==> src/rtl/fft_pkg.sv <==
// Shared types and constants for the streaming fft front/back end.
package fft_pkg;

  localparam int unsigned DW = 32;

  typedef struct packed {
    logic [DW-1:0] re;
    logic [DW-1:0] im;
  } cplx_t;

  typedef logic [1:0] state_t;

  localparam state_t LOAD   = 2'd0;
  localparam state_t START  = 2'd1;
  localparam state_t WAIT   = 2'd2;
  localparam state_t UNLOAD = 2'd3;

  localparam logic FFT_MODE  = 1'b1;
  localparam logic IFFT_MODE = 1'b0;

endpackage

==> src/rtl/fft_frame_buf.sv <==
// NPTS-entry complex register file: serial write, parallel load, parallel read.
module fft_frame_buf
  import fft_pkg::*;
#(
  parameter int unsigned NPTS  = 8,
  parameter int unsigned LOG2N = 3
) (
  input  logic             clk,
  input  logic             wr_en,
  input  logic [LOG2N-1:0] wr_idx,
  input  cplx_t            wr_data,
  input  logic             ld_en,
  input  cplx_t            ld_data [NPTS],
  output cplx_t            q       [NPTS]
);

  cplx_t mem_q [NPTS];
  cplx_t mem_d [NPTS];

  // Parallel load takes priority over a serial write.
  always_comb begin
    mem_d = mem_q;
    if (ld_en) begin
      mem_d = ld_data;
    end else if (wr_en) begin
      mem_d[wr_idx] = wr_data;
    end
  end

  always_ff @(posedge clk) begin
    mem_q <= mem_d;
  end

  assign q = mem_q;

endmodule

==> src/rtl/fft_stream_ctrl.sv <==
// Streams NPTS samples into a parallel fft core and streams the result back out in bin order.
module fft_stream_ctrl
  import fft_pkg::*;
#(
  parameter int unsigned NPTS    = 8,
  parameter int unsigned LOG2N   = 3,
  parameter int unsigned TIMEOUT = 4096
) (
  input  logic                 clk,
  input  logic                 rst_n,
  input  logic                 s_valid,
  output logic                 s_ready,
  input  logic [DW-1:0]        s_real,
  input  logic [DW-1:0]        s_imag,
  input  logic                 s_last,
  input  logic                 s_switch,
  output logic                 m_valid,
  input  logic                 m_ready,
  output logic [DW-1:0]        m_real,
  output logic [DW-1:0]        m_imag,
  output logic [LOG2N-1:0]     m_index,
  output logic                 m_last,
  output logic                 m_error,
  output logic                 core_str_sig,
  output logic                 core_switch,
  output logic [NPTS*DW-1:0]   core_x_real,
  output logic [NPTS*DW-1:0]   core_x_imag,
  input  logic [NPTS*DW-1:0]   core_y_real,
  input  logic [NPTS*DW-1:0]   core_y_imag,
  input  logic                 core_done_sig,
  input  logic                 core_error,
  output logic                 frame_err,
  output logic                 busy
);

  localparam int unsigned TW = $clog2(TIMEOUT) + 1;
  localparam logic [LOG2N-1:0] LAST_IDX = LOG2N'(NPTS - 1);

  state_t           state_q, state_d;
  logic [LOG2N-1:0] wr_idx_q, wr_idx_d;
  logic [LOG2N-1:0] rd_idx_q, rd_idx_d;
  logic [TW-1:0]    timer_q, timer_d;
  logic             err_q, err_d;
  logic             err_len_q, err_len_d;
  logic             core_switch_q, core_switch_d;
  logic             frame_err_q, frame_err_d;
  logic             s_ready_q, s_ready_d;
  logic             busy_q, busy_d;
  logic             m_valid_q, m_valid_d;
  logic             m_last_q, m_last_d;
  logic             m_error_q, m_error_d;
  logic             str_q, str_d;

  logic  in_we, res_ld;
  cplx_t s_word;
  cplx_t in_buf      [NPTS];
  cplx_t res_buf     [NPTS];
  cplx_t y_arr       [NPTS];
  cplx_t zero_arr    [NPTS];
  cplx_t res_ld_data [NPTS];

  assign s_word = '{re: s_real, im: s_imag};

  fft_frame_buf #(.NPTS(NPTS), .LOG2N(LOG2N)) u_in_buf (
    .clk     (clk),
    .wr_en   (in_we),
    .wr_idx  (wr_idx_q),
    .wr_data (s_word),
    .ld_en   (1'b0),
    .ld_data (zero_arr),
    .q       (in_buf)
  );

  fft_frame_buf #(.NPTS(NPTS), .LOG2N(LOG2N)) u_res_buf (
    .clk     (clk),
    .wr_en   (1'b0),
    .wr_idx  ('0),
    .wr_data ('0),
    .ld_en   (res_ld),
    .ld_data (res_ld_data),
    .q       (res_buf)
  );

  // Flatten the input buffer to the core and unpack the core result; x0/y0 sit in the LSBs.
  always_comb begin
    for (int i = 0; i < NPTS; i++) begin
      core_x_real[i*DW +: DW] = in_buf[i].re;
      core_x_imag[i*DW +: DW] = in_buf[i].im;
      y_arr[i]    = '{re: core_y_real[i*DW +: DW], im: core_y_imag[i*DW +: DW]};
      zero_arr[i] = '0;
    end
  end

  always_comb begin
    state_d       = state_q;
    wr_idx_d      = wr_idx_q;
    rd_idx_d      = rd_idx_q;
    timer_d       = timer_q;
    err_d         = err_q;
    err_len_d     = err_len_q;
    core_switch_d = core_switch_q;
    frame_err_d   = 1'b0;
    in_we         = 1'b0;
    res_ld        = 1'b0;
    res_ld_data   = y_arr;

    case (state_q)
      LOAD: begin
        if (s_valid && s_ready_q) begin
          in_we = 1'b1;
          if (wr_idx_q == '0) begin
            core_switch_d = s_switch ? FFT_MODE : IFFT_MODE;
          end
          if (wr_idx_q == LAST_IDX) begin
            state_d   = START;
            err_len_d = !s_last;
            wr_idx_d  = '0;
          end else if (s_last) begin
            frame_err_d = 1'b1;
            wr_idx_d    = '0;
          end else begin
            wr_idx_d = wr_idx_q + LOG2N'(1);
          end
        end
      end
      START: begin
        timer_d = '0;
        state_d = WAIT;
      end
      WAIT: begin
        timer_d = timer_q + TW'(1);
        // A done on the final timer cycle still beats the timeout.
        if (core_done_sig) begin
          res_ld   = 1'b1;
          err_d    = err_len_q | core_error;
          rd_idx_d = '0;
          state_d  = UNLOAD;
        end else if (timer_d == TW'(TIMEOUT - 1)) begin
          res_ld      = 1'b1;
          res_ld_data = zero_arr;
          err_d       = 1'b1;
          frame_err_d = 1'b1;
          rd_idx_d    = '0;
          state_d     = UNLOAD;
        end
      end
      UNLOAD: begin
        if (m_ready) begin
          if (rd_idx_q == LAST_IDX) begin
            rd_idx_d = '0;
            state_d  = LOAD;
          end else begin
            rd_idx_d = rd_idx_q + LOG2N'(1);
          end
        end
      end
      default: state_d = LOAD;
    endcase

    s_ready_d = (state_d == LOAD);
    busy_d    = (state_d != LOAD);
    str_d     = (state_d == START);
    m_valid_d = (state_d == UNLOAD);
    m_last_d  = (state_d == UNLOAD) && (rd_idx_d == LAST_IDX);
    m_error_d = (state_d == UNLOAD) && err_d;
  end

  always_ff @(posedge clk) begin
    if (!rst_n) begin
      state_q       <= LOAD;
      wr_idx_q      <= '0;
      rd_idx_q      <= '0;
      timer_q       <= '0;
      err_q         <= 1'b0;
      err_len_q     <= 1'b0;
      core_switch_q <= FFT_MODE;
      frame_err_q   <= 1'b0;
      s_ready_q     <= 1'b1;
      busy_q        <= 1'b0;
      str_q         <= 1'b0;
      m_valid_q     <= 1'b0;
      m_last_q      <= 1'b0;
      m_error_q     <= 1'b0;
    end else begin
      state_q       <= state_d;
      wr_idx_q      <= wr_idx_d;
      rd_idx_q      <= rd_idx_d;
      timer_q       <= timer_d;
      err_q         <= err_d;
      err_len_q     <= err_len_d;
      core_switch_q <= core_switch_d;
      frame_err_q   <= frame_err_d;
      s_ready_q     <= s_ready_d;
      busy_q        <= busy_d;
      str_q         <= str_d;
      m_valid_q     <= m_valid_d;
      m_last_q      <= m_last_d;
      m_error_q     <= m_error_d;
    end
  end

  assign s_ready      = s_ready_q;
  assign busy         = busy_q;
  assign core_str_sig = str_q;
  assign core_switch  = core_switch_q;
  assign frame_err    = frame_err_q;
  assign m_valid      = m_valid_q;
  assign m_last       = m_last_q;
  assign m_error      = m_error_q;
  assign m_index      = rd_idx_q;
  assign m_real       = res_buf[rd_idx_q].re;
  assign m_imag       = res_buf[rd_idx_q].im;

endmodule

==> config.mk <==
export PLATFORM = sky130hd
export DESIGN_NAME = fft_stream_ctrl
export DESIGN_NICKNAME = d
export VERILOG_FILES = /design/src/rtl/fft_pkg.sv /design/src/rtl/fft_frame_buf.sv /design/src/rtl/fft_stream_ctrl.sv
export SDC_FILE = /design/constraint.sdc
export NUM_CORES = 1
export LEC_CHECK = 0
export CAP_MARGIN = 40
export CORE_AREA = 10 10 452 454
export CTS_BUF_LIST = sky130_fd_sc_hd__clkbuf_16
export DETAILED_ROUTE_END_ITERATION = 6
export DIE_AREA = 0 0 462 464
export GPL_TIMING_DRIVEN = 0
export MAX_ROUTING_LAYER = met4
export PLACE_DENSITY = 0.38
export SLEW_MARGIN = 10
export SYNTH_ARGS = -nofsm -noshare
export SYNTH_HDL_FRONTEND = slang
export SYNTH_SLANG_ARGS = --single-unit
==> constraint.sdc <==
create_clock -name clk -period 18.4 [get_ports clk]
set_clock_uncertainty 0.2 [all_clocks]
set_input_delay 2.76 -clock clk [delete_from_list [all_inputs] [get_ports clk]]
set_output_delay 2.76 -clock clk [all_outputs]
set_load 0.01 [all_outputs]
After elaboration in Yosys (flattened, before gate mapping)
Index checks and enable logic that the tools add are counted.
{ "totals": {"elab_cells": 115, "regBits": 1055, "in_bits": 584, "out_inout_bits": 587} }
{ "op_classes": {"reduce_logical": 13, "bitwise": 3, "magnitude_cmp": 3, "n_eq_ne": 9, "addsub": 3, "mux": 38} }
{ "op_table": {"columns": ["cell", "count"], "rows": [
  ["$mux W512", 3],
  ["$bwmux W512", 1],
  ["$bmux W64 S3", 1],
  ["$demux W64 S3", 1],
  ["$mux W64", 3],
  ["$pmux W13 S2", 1],
  ["$mux W3", 6],
  ["$add A13 B1 Y13 const B", 1],
  ["$eq A13 B12 Y1 const B", 1],
  ["$mux W1", 13],
  ["$mux W2", 6],
  ["$eq A3 B3 Y1 const B", 3],
  ["$ge A4 B4 Y1 const B", 2],
  ["$not A3 Y4", 2],
  ["$pmux W2 S4", 1],
  ["$add A3 B1 Y3 const B", 2],
  ["$eq A2 B2 Y1 const B", 3],
  ["$pmux W3 S2", 1],
  ["$reduce_and A3 Y1", 2],
  ["$eq A2 B1 Y1 const B", 2],
  ["$logic_and A1 B1 Y1", 4],
  ["$logic_not A2 Y1", 2],
  ["$lt A4 B1 Y1 const B", 1],
  ["$reduce_bool A2 Y1", 2],
  ["5 further kinds", 5]
]} }

Depth between registers and ports, before layout
Gate-level depths: netlist (run 1).
{ "depth": {"depth_word": 7, "ltp_mapped": 10, "mapped_depth_nobuf": 8} }

Modules after synthesis
Synthesis (run 1) repeated with hierarchy kept, for this count alone.
{ "hier_totals": {"cells_unflattened": 4750, "hier_area_um2": 55961.2} }
{ "by_module_without_submodules": {"columns": ["mod", "cells_per_inst", "area_per_inst_um2", "instances", "seq_area_each_um2"], "rows": [
  ["fft_frame_buf", 1865, 23357.4, 2, 15374.7],
  ["fft_stream_ctrl", 1020, 9246.4, 1, 620.6]
]} }

Worst setup path before layout (run 1)
No wires, ideal clock.
{ "synth_timing": {"path_kind": "input port to flip-flop", "start": "input port core_done_sig", "end": "register u_res_buf.mem_q (netlist bit u_res_buf.q[0]) (enable)", "t_arrival_ns": 14.066, "n_path_buf": 0, "setup_ns": 0.928, "required_time_ns": 17.272, "cell_stages": 1, "setup_slack_ns": 3.207, "path_cell_list": "o21a_1"} }
{ "synth_via": {"elab_chain_len": 2} }
{ "synth_lines": {"columns": ["item", "line", "text"], "rows": [
  ["start: declaration", "fft_stream_ctrl.sv:30", "input logic core_done_sig,"],
  ["$mux W1", "fft_stream_ctrl.sv:133", "if (core_done_sig) begin"],
  ["$mux W1", "fft_stream_ctrl.sv:107", "case (state_q)"],
  ["end signal: assignment", "fft_frame_buf.sv:31", "mem_q <= mem_d;"],
  ["end: declaration", "fft_frame_buf.sv:17", "cplx_t mem_q [NPTS];"]
]} }
Every way passes these cells.
A chain may end at the register's enable or synchronous reset.

Final worst setup path (run 1)
{ "layout_timing": {"start": "register rd_idx_q[0], in the netlist m_index[0]", "end": "output port m_imag[3]"} }
{ "layout_via": {"elab_chain_len": 4} }
{ "layout_lines": {"columns": ["item", "line", "text"], "rows": [
  ["start: declaration", "fft_stream_ctrl.sv:41", "logic [LOG2N-1:0] rd_idx_q, rd_idx_d;"],
  ["start signal: assignment", "fft_stream_ctrl.sv:187", "rd_idx_q <= rd_idx_d;"],
  ["$not A3 Y4 (implied by the code)", "fft_stream_ctrl.sv:212", "assign m_imag = res_buf[rd_idx_q].im;"],
  ["$bmux W64 S3", "fft_stream_ctrl.sv:212", null],
  ["$mux W64 (implied by the code) (2 in series)", "fft_stream_ctrl.sv:212", null],
  ["end: declaration", "fft_stream_ctrl.sv:20", "output logic [DW-1:0] m_imag,"]
]} }
Every way passes these cells. The select of a mux whose other input is x is not followed.

==> flow_summary.toml, run 1 <==
[clocking]
numCtsBuffers = 132
cts.sinks = 1055
cts_resized = 0
cts-htree-levels = 4
cts_tree = "yes"
insertion_delay_ns = 0.78
root_buffer = "clkbuf_16"
post_cts_buffers = 0
path_clk_slew_ns = 0.05
cts.path.max_buffers = 3
cts_hold_buf = 0

[setup_path]
worstSetupEndpointType = "output pin"
rr_worst_depth = 11
crit_type = "reg -> out"
path_max_fanout = 10
start_kind = "flip-flop"
crit_arrival_ns = 4.43
worstPathRequired_ns = 15.44

[timing]
worstMarginPinSlew_ns = 0.8343
setup_violations = 0
fin_crit_ns = 7.392
clock.fmax_ghz = 0.1353
period_share = 0.4018
drv_slew = 0
slew_headroom = 0.4438
rsz0062_at_grt = "no"
whs_ns = 0.3099
hold_viol = 0
fin_setup_tns_ns = 0

[synthesis]
synth_area_um2 = 39790
yosysWarnings = 0
netlist_top_cells_area = "edfxtp_1 (77%), and2_1 (8.1%), mux4_2 (7.2%)"
synth_common_cells = "edfxtp_1 (1024), and2_1 (516), mux4_2 (128), clkbuf_1 (88), mux2_2 (66)"
async_flop_share = 0
syn_nets = 2655
ys_seq_area_frac = 0.7884
synth_top_area_share = 0.7728
synth-edff-count = 1024
synth_seq_cells = 1055
synth.distinct_cells = 52
syn_area_per_cell_um2 = 19.31
synthCells = 2061
yosysMostFrequentCell = "edfxtp_1"
synth_ff_type = "edfxtp_1"
yosys.area.top_type = "edfxtp_1"

[grt]
grt.total_usage = 0.1686
first_global_vias = 26050
antenna_found_initial = 100
grt_pass1_wl_um = 238800
grt_max_degree = 58
overflow = 0

[floorplan]
core_um2 = 194600
start_util = 0.2045
rows = 162
ios = 1171
dieArea_um2 = 214400
die_w_um = 462
die_y_um = 464

[layout]
area_growth_pct = 51.65
fin_nets = 4041
fillCellCount = 19360
fin_area_um2 = 60340
drive_gt1_frac = 0.1373

[place]
hpwl_um = 147300
place_area_um2 = 56000
portBuffers = 1170
gp_congestion = 0.7829

[run_status]
status = "complete, no violations"

[drt]
drc = 0
viasPerCell = 3.908
wl_per_cell_um = 29.59
first_iter_violations = 1672
vias = 24080
drtAntennaViolNets = 0
routed_wirelength_um = 182300
drtPass1Iterations = 5

[min_path]
min_path_type = "reg -> reg"
hold_depth = 1

[pwr]
p_leak_nw = 19.49
p_per_area_nw_per_um2 = 100.5
ir_drop_v = 0.00009361

[flow_run]
cap_violations = 0
[sequential cells by signal, summed over array words and instances, names as in the netlist]
signal / cells
u_in_buf.q: 512
u_res_buf.q: 512
timer_q: 13
m_index: 3
wr_idx_q: 3
state_q: 2
busy: 1
core_str_sig: 1
core_switch: 1
err_len_q: 1
err_q: 1
frame_err: 1
m_error: 1
m_last: 1
m_valid: 1
s_ready: 1
[worst max-delay path, cell delays in order (launching register included)]
cell             delay, ns
dfxtp_1               0.43
clkbuf_1              0.56
clkbuf_1              0.44
buf_6                 0.21
buf_2                 0.48
mux4_2                0.71
mux2_2                0.33
clkdlybuf4s50_1       0.49
[layout make-up]
class	instances	area, µm²	area share
Antenna cell	72	180.2	0.002986
Buffer	104	437.9	0.007257
Clock buffer	136	3403	0.05640
Clock inverter	99	757.0	0.01255
Inverter	12	45.04	0.0007465
Multi-Input combinational cell	890	8006	0.1327
Sequential cell	1055	31370	0.5199
Tap cell	2542	3181	0.05271
Timing Repair Buffer	1252	12960	0.2148
[cell families (layout without fill, tap and decap cells)]
| family | count (synthesis) | in the layout | share of synthesized area |
|---|---|---|---|
| flops | 1055 | 1055 | 0.7884 |
| simple gates | 628 | 628 | 0.09547 |
| mux | 194 | 194 | 0.09113 |
| buf+inv | 116 | 1603 | 0.01195 |
| compound gates | 57 | 57 | 0.009686 |
| fa+ha+maj | 10 | 10 | 0.003145 |
| xor+xnor | 1 | 1 | 0.0002202 |
| other cells | 0 | 72 | 0 |
[report_power, final]
| group | total [mW] | internal [mW] | switching, mW |
|---|---|---|---|
| Clock | 2.52 | 1.47 | 1.06 |
| Sequential | 2.87 | 2.83 | 0.0405 |
| Combinational | 0.675 | 0.334 | 0.341 |
[final timing paths]
check             startpoint               end  slack (ns)
setup / recovery  m_index[0]         m_imag[3]       11.01
hold / removal         err_q             err_q        0.31
setup reg to reg  timer_q[1]  u_res_buf.q[152]       13.70
hold reg to reg        err_q             err_q        0.31
[per-stage QoR]
step,utilization,setup WS (ns),cells,power [mW]
floorplan,-,3.207,2061,3.237
CTS,0.3092,10.53,6090,6.188
global route,0.3101,10.58,6159,6.316
detailed placement,0.2878,11.42,5855,3.615
global placement,0.2810,-4.296,5773,3.720
finish,0.3101,11.01,6162,6.066
[cell usage in the layout, fill, tap and decap left out, types with 20 or more instances in the layout]
| master | instances |
|---|---|
| and2_1 | 516 |
| buf_12 | 20 |
| buf_6 | 33 |
| clkbuf_1 | 85 |
| clkbuf_16 | 136 |
| clkdlybuf4s50_1 | 1170 |
| clkinv_1 | 25 |
| clkinv_2 | 23 |
| dfxtp_1 | 31 |
| diode_2 | 72 |
| edfxtp_1 | 1024 |
| inv_1 | 39 |
| mux2_2 | 66 |
| mux4_2 | 128 |
| nand2_1 | 29 |
| nor2_1 | 26 |
[metal layers]
metal	share of wire	vias up	global-route usage
li1	-	10760	-
met1	0.36	12040	0.1722
met2	0.51	1046	0.2958
met3	0.10	232	0.07144
met4	0.025	0	0.04353
met5	0	-	-
(Power assumes the default switching activity.)
==> inputs of run 2 (changes only) <==
--- a/config.mk
+++ b/config.mk
@@ -6,13 +6,13 @@
 export NUM_CORES = 1
 export LEC_CHECK = 0
 export CAP_MARGIN = 40
-export CORE_AREA = 10 10 452 454
+export CORE_AREA = 10 10 445 447
 export CTS_BUF_LIST = sky130_fd_sc_hd__clkbuf_16
 export DETAILED_ROUTE_END_ITERATION = 6
-export DIE_AREA = 0 0 462 464
+export DIE_AREA = 0 0 455 457
 export GPL_TIMING_DRIVEN = 0
 export MAX_ROUTING_LAYER = met4
-export PLACE_DENSITY = 0.38
+export PLACE_DENSITY = 0.4
 export SLEW_MARGIN = 10
 export SYNTH_ARGS = -nofsm -noshare
 export SYNTH_HDL_FRONTEND = slang
==> constraint.sdc (replaced) <==
create_clock -name clk -period 6.25 [get_ports clk]
set_clock_uncertainty 0.2 [all_clocks]
set_input_delay 0.9375 -clock clk [delete_from_list [all_inputs] [get_ports clk]]
set_output_delay 0.9375 -clock clk [all_outputs]
set_load 0.01 [all_outputs]
==> flow_summary.toml, run 2 (synthesis gave the netlist of run 1 again) <==
[grt]
grt.total_usage = 0.1667
antenna_found_initial = 90
grt_pass1_wl_um = 228900
overflow = 0
grt_max_degree = 59
first_global_vias = 25250

[clocking]
root_buffer = "clkbuf_16"
post_cts_buffers = 0
cts_resized = 0
path_clk_slew_ns = 0.06
insertion_delay_ns = 0.76
cts.sinks = 1055
numCtsBuffers = 121
cts.path.max_buffers = 3
cts_tree = "yes"
cts-htree-levels = 3
cts_hold_buf = 0

[timing]
worstMarginPinSlew_ns = 0.8529
drv_slew = 0
fin_crit_ns = 5.398
slew_headroom = 0.4314
whs_ns = 0.3057
setup_violations = 0
final.setup.worst_slack_ns = 0.8525
hold_viol = 0
period_share = 0.8636
clock.fmax_ghz = 0.1853
rsz0062_at_grt = "no"

[setup_path]
crit_type = "reg -> out"
worstPathRequired_ns = 5.11
path_max_fanout = 7
cp_common_cell = "clkbuf_1"
crit_chain = "clkbuf_1, clkbuf_1, buf_6, clkbuf_1, buf_8, mux4_2, mux2_2, clkdlybuf4s50_1"
worstSetupEndpointType = "output pin"
start_kind = "flip-flop"
cp_slowest_cell = "clkdlybuf4s50_1"
critical_path.max_stage_delay_ns = 0.75
crit_arrival_ns = 4.26

[place]
portBuffers = 1170
gp_congestion = 0.7863
pre_cts_slack_ns = 1.403
dp_cells = 5818
hpwl_um = 140800

[layout]
finalCoreUtilization = 0.3168
layout.cells.non_filler = 6098
final_common_cell = "clkdlybuf4s50_1"
drive_gt1_frac = 0.1305
layout_common_cells = "clkdlybuf4s50_1 (1170), edfxtp_1 (1024), and2_1 (516), mux4_2 (128), clkbuf_16 (121)"
fin_nets = 4025
area_growth_pct = 50.63

[pwr]
p_leak_nw = 19.29
p_per_area_nw_per_um2 = 285.5
ir_drop_v = 0.0002027

[drt]
top_layer = "met4"
routed_wirelength_um = 175400
met1_length_um = 62900
drtAntennaViolNets = 0
drtPass1Iterations = 5
wl_met3_um = 13460
vias = 23900
viasPerCell = 3.919
wl_per_cell_um = 28.76
first_iter_violations = 1430
drc = 0
dr_wl_met2_um = 92780

[floorplan]
core_um2 = 189200
rows = 160
die_w_um = 455
ios = 1171
start_util = 0.2103
die_y_um = 457
dieArea_um2 = 207900

[flow_run]
cap_violations = 0

[min_path]
min_path_type = "reg -> reg"

[run_status]
status = "complete, no violations"
run 2: cell types whose count changed in the layout (fill, tap and decap cells not counted), moves of 3 or more:
cell | before | now
buf_8 | 13 | 29
diode_2 | 72 | 62
buf_6 | 33 | 21
clkinv_1 | 25 | 30
clkinv_8 | 5 | 0
clkbuf_16 | 136 | 121
buf_4 | 12 | 0
buf_16 | 9 | 13
bufinv_16 | 9 | 6
run 2: layer usage:
layer	track usage	vias up
met3	0.04882	248
met2	0.2975	1002
li1	-	10680
met5	-	-
met1	0.1695	11970
met4	0.06880	0
run 2: through the flow:
step / power (mW) / setup TNS (ns) / instance area (µm²)
final: 17.11 / 0 / 59930
after global routing: 17.83 / 0 / 59920
after CTS: 17.46 / 0 / 59760
after detailed placement: 10.60 / 0 / 56070
after global placement: 10.61 / -2674.08 / 54660
after floorplan: 9.347 / 0 / 39810
run 2: final cells by class:
type	count	area, µm²
Fill cell	18740	129200
Multi-Input combinational cell	890	8019
Clock inverter	96	670.6
Inverter	12	45.04
Tap cell	2511	3142
Clock buffer	121	3028
Sequential cell	1055	31370
Timing Repair Buffer	1247	13070
Antenna cell	62	155.1
Buffer	104	439.2
run 2: worst paths after layout:
kind,start,endpoint,slack [ns],cells past startpoint
setup / recovery,m_index[1],m_imag[8],0.85,8
hold reg to reg,err_q,err_q,0.31,1
hold / removal,err_q,err_q,0.31,1
setup reg to reg,timer_q[1],u_res_buf.q[150],1.94,10
run 2: worst max-delay path, delay by kind of cell, from the launching register on:
family                 cells  cell delay [ns]
muxes                      2             0.56
buffers and inverters      6             2.53
DFF                        1             0.37
run 2: power by group:
group          total (mW)  switching (mW)  internal (mW)
clock network        6.71            2.97           3.75
registers            8.45           0.116           8.33
logic                1.95           0.977          0.975
total                17.1            4.06           13.1
==> RTL change: new RTL, config.mk and constraints of run 1 <==
`LOG2N` is set to 3 in 2 places; all go to 2.
--- a/src/rtl/fft_frame_buf.sv
+++ b/src/rtl/fft_frame_buf.sv
@@ -3,7 +3,7 @@
   import fft_pkg::*;
 #(
   parameter int unsigned NPTS  = 8,
-  parameter int unsigned LOG2N = 3
+  parameter int unsigned LOG2N = 2
 ) (
   input  logic             clk,
   input  logic             wr_en,
--- a/src/rtl/fft_stream_ctrl.sv
+++ b/src/rtl/fft_stream_ctrl.sv
@@ -3,7 +3,7 @@
   import fft_pkg::*;
 #(
   parameter int unsigned NPTS    = 8,
-  parameter int unsigned LOG2N   = 3,
+  parameter int unsigned LOG2N   = 2,
   parameter int unsigned TIMEOUT = 4096
 ) (
   input  logic                 clk,
Ports: changed (resized m_index); port bits go from 1171 to 1170. No check against the original RTL was run, so the function may have changed too.
==> RTL change against run 1 <==
Total power shrank 43%. Area after synthesis shrank 44%. Final cell count shrank 20%. Routed wire length shrank 45%. Largest power group unchanged. Highest routed layer unchanged. Setup slack gained 0.72 ns. Sequential cell count shrank 514. Final area shrank 41%. Core utilization shrank 13 points.
==> RTL change: results (changes against run 1) <==
power per cell area: 97.8 mW/mm^2 (-2.8%)
number of CTS-inserted buffers: 68 (-48%)
peak supply drop: 0.0592 mV (-37%)
met1 GRT Util: 9.43% (-7.8 points)
synth top area cells: edfxtp_1, buf_4, and2_1
hold path cells: 2 (+1)
post-detail-place hpwl: 80,400 um (-45%)
power in the clock group: 1.37 mW (-46%)
Vias: 13,900 (-42%)
worst r2r dst: u_res_buf.q[457]
hold endpoint: core_switch
Slowest cell on crit path: clkdlybuf4s50_1
Int Power: 2.57 mW (-44%)
HP Class: reg2reg
first-pass GRT wire length: 130,000 um (-46%)
Worst path max stage delay: 0.74 ns (+0.03 ns)
met3 Use GR: 3.32% (-3.8 points)
Max-slew headroom: 46.0% (+1.6 points)
nets: 2,928 (-28%)
setup slack, reg-to-reg: 14.16 ns (+0.46 ns)
number of synthesized flops with an enable pin: 512 (-50%)
share of layout cells above drive strength 1: 20.1% (+6.4 points)
post-synthesis sequential area ratio: 71.4% (-7.4 points)
status: finished clean
Met2 Wirelength: 50,900 um (-46%)
clk buf depth: 3 (unchanged)
GRT Resource Usage Total: 9.09% (-7.8 points)
Clk Latency, worst-skew pair: 0.66 ns (-0.12 ns)
detail-routed net length per standard cell: 20.2 um (-32%)
drt via density: 2.80 (-28%)
# port buffers: 657 (-44%)
met2 usage: 16.0% (-14 points)
vias in the first global route: 15,100 (-42%)
routed length on met1: 37,900 um (-43%)
R2R cell count: 8 (-3)
number of antenna violations at the first check in global routing: 26 (-74%)
Synth Instances: 1,340 (-35%)
Filler Cell Count: 21,200 (+9.6%)
Leak Pwr: 12.4 nW (-36%)
crit path DAT: 3.72 ns (-0.71 ns)
Placer Congestion: 0.720 (-8.1%)
1st-iter DRT viols: 807 (-52%)
Final Hold Slack: 0.272 ns (-0.0380 ns)
## RTL change: cell types whose count changed after synthesis, moves of 20 or more
| cell | run 1 | this run |
|---|---|---|
| and2_1 | 516 | 261 |
| mux4_2 | 128 | 64 |
| mux2_2 | 66 | 2 |
| clkbuf_1 | 88 | 18 |
| edfxtp_1 | 1024 | 512 |
| buf_4 | 0 | 256 |
| buf_6 | 5 | 25 |
## RTL change: stage by stage
stage | worst slack (ns) | utilization [%] | instance area (sq um)
2_1_floorplan | 9.79 | - | 23300
4_1_cts | 11.26 | 18.3 | 35600
5_1_grt | 11.28 | 18.3 | 35600
3_3_place_gp | 5.69 | 17.0 | 33100
3_5_place_dp | 12.05 | 17.1 | 33300
6_report | 11.72 | 18.3 | 35600
## RTL change: final cells by class
type	instances	area (sq um)	share of cell area (%)
inverter	12	52.6	0.147
clock inverter	54	578	1.62
tap	2542	3180	8.92
buffer	308	2320	6.51
sequential	541	16000	44.8
antenna	12	30.0	0.0843
timing repair buffer	669	6820	19.1
clock buffer	68	1700	4.77
multi-input combinational	734	5000	14.0
## RTL change: logic make-up after synthesis
logic type	after synthesis	synth area share, %
AOI/OAI and AO/OA	46	1.40
xor gates and xnor gates	3	0.118
adders and majority gates	10	0.560
buffers and inverters	320	10.5
DFF	541	71.4
muxes	67	6.60
other	1	0.0168
and+or+nand+nor	352	9.36
## RTL change: how the worst max path moves through the flow
stage	to	start	slack [ns]
3_5_place_dp	m_imag[30]	m_index[0]	12.05
6_report	m_imag[27]	m_index[0]	11.72
3_3_place_gp	u_res_buf.q[457]	core_done_sig	5.69
2_1_floorplan	u_res_buf.q[256]	core_done_sig	9.79
4_1_cts	m_imag[30]	m_index[0]	11.26
5_1_grt	m_imag[27]	m_index[0]	11.28
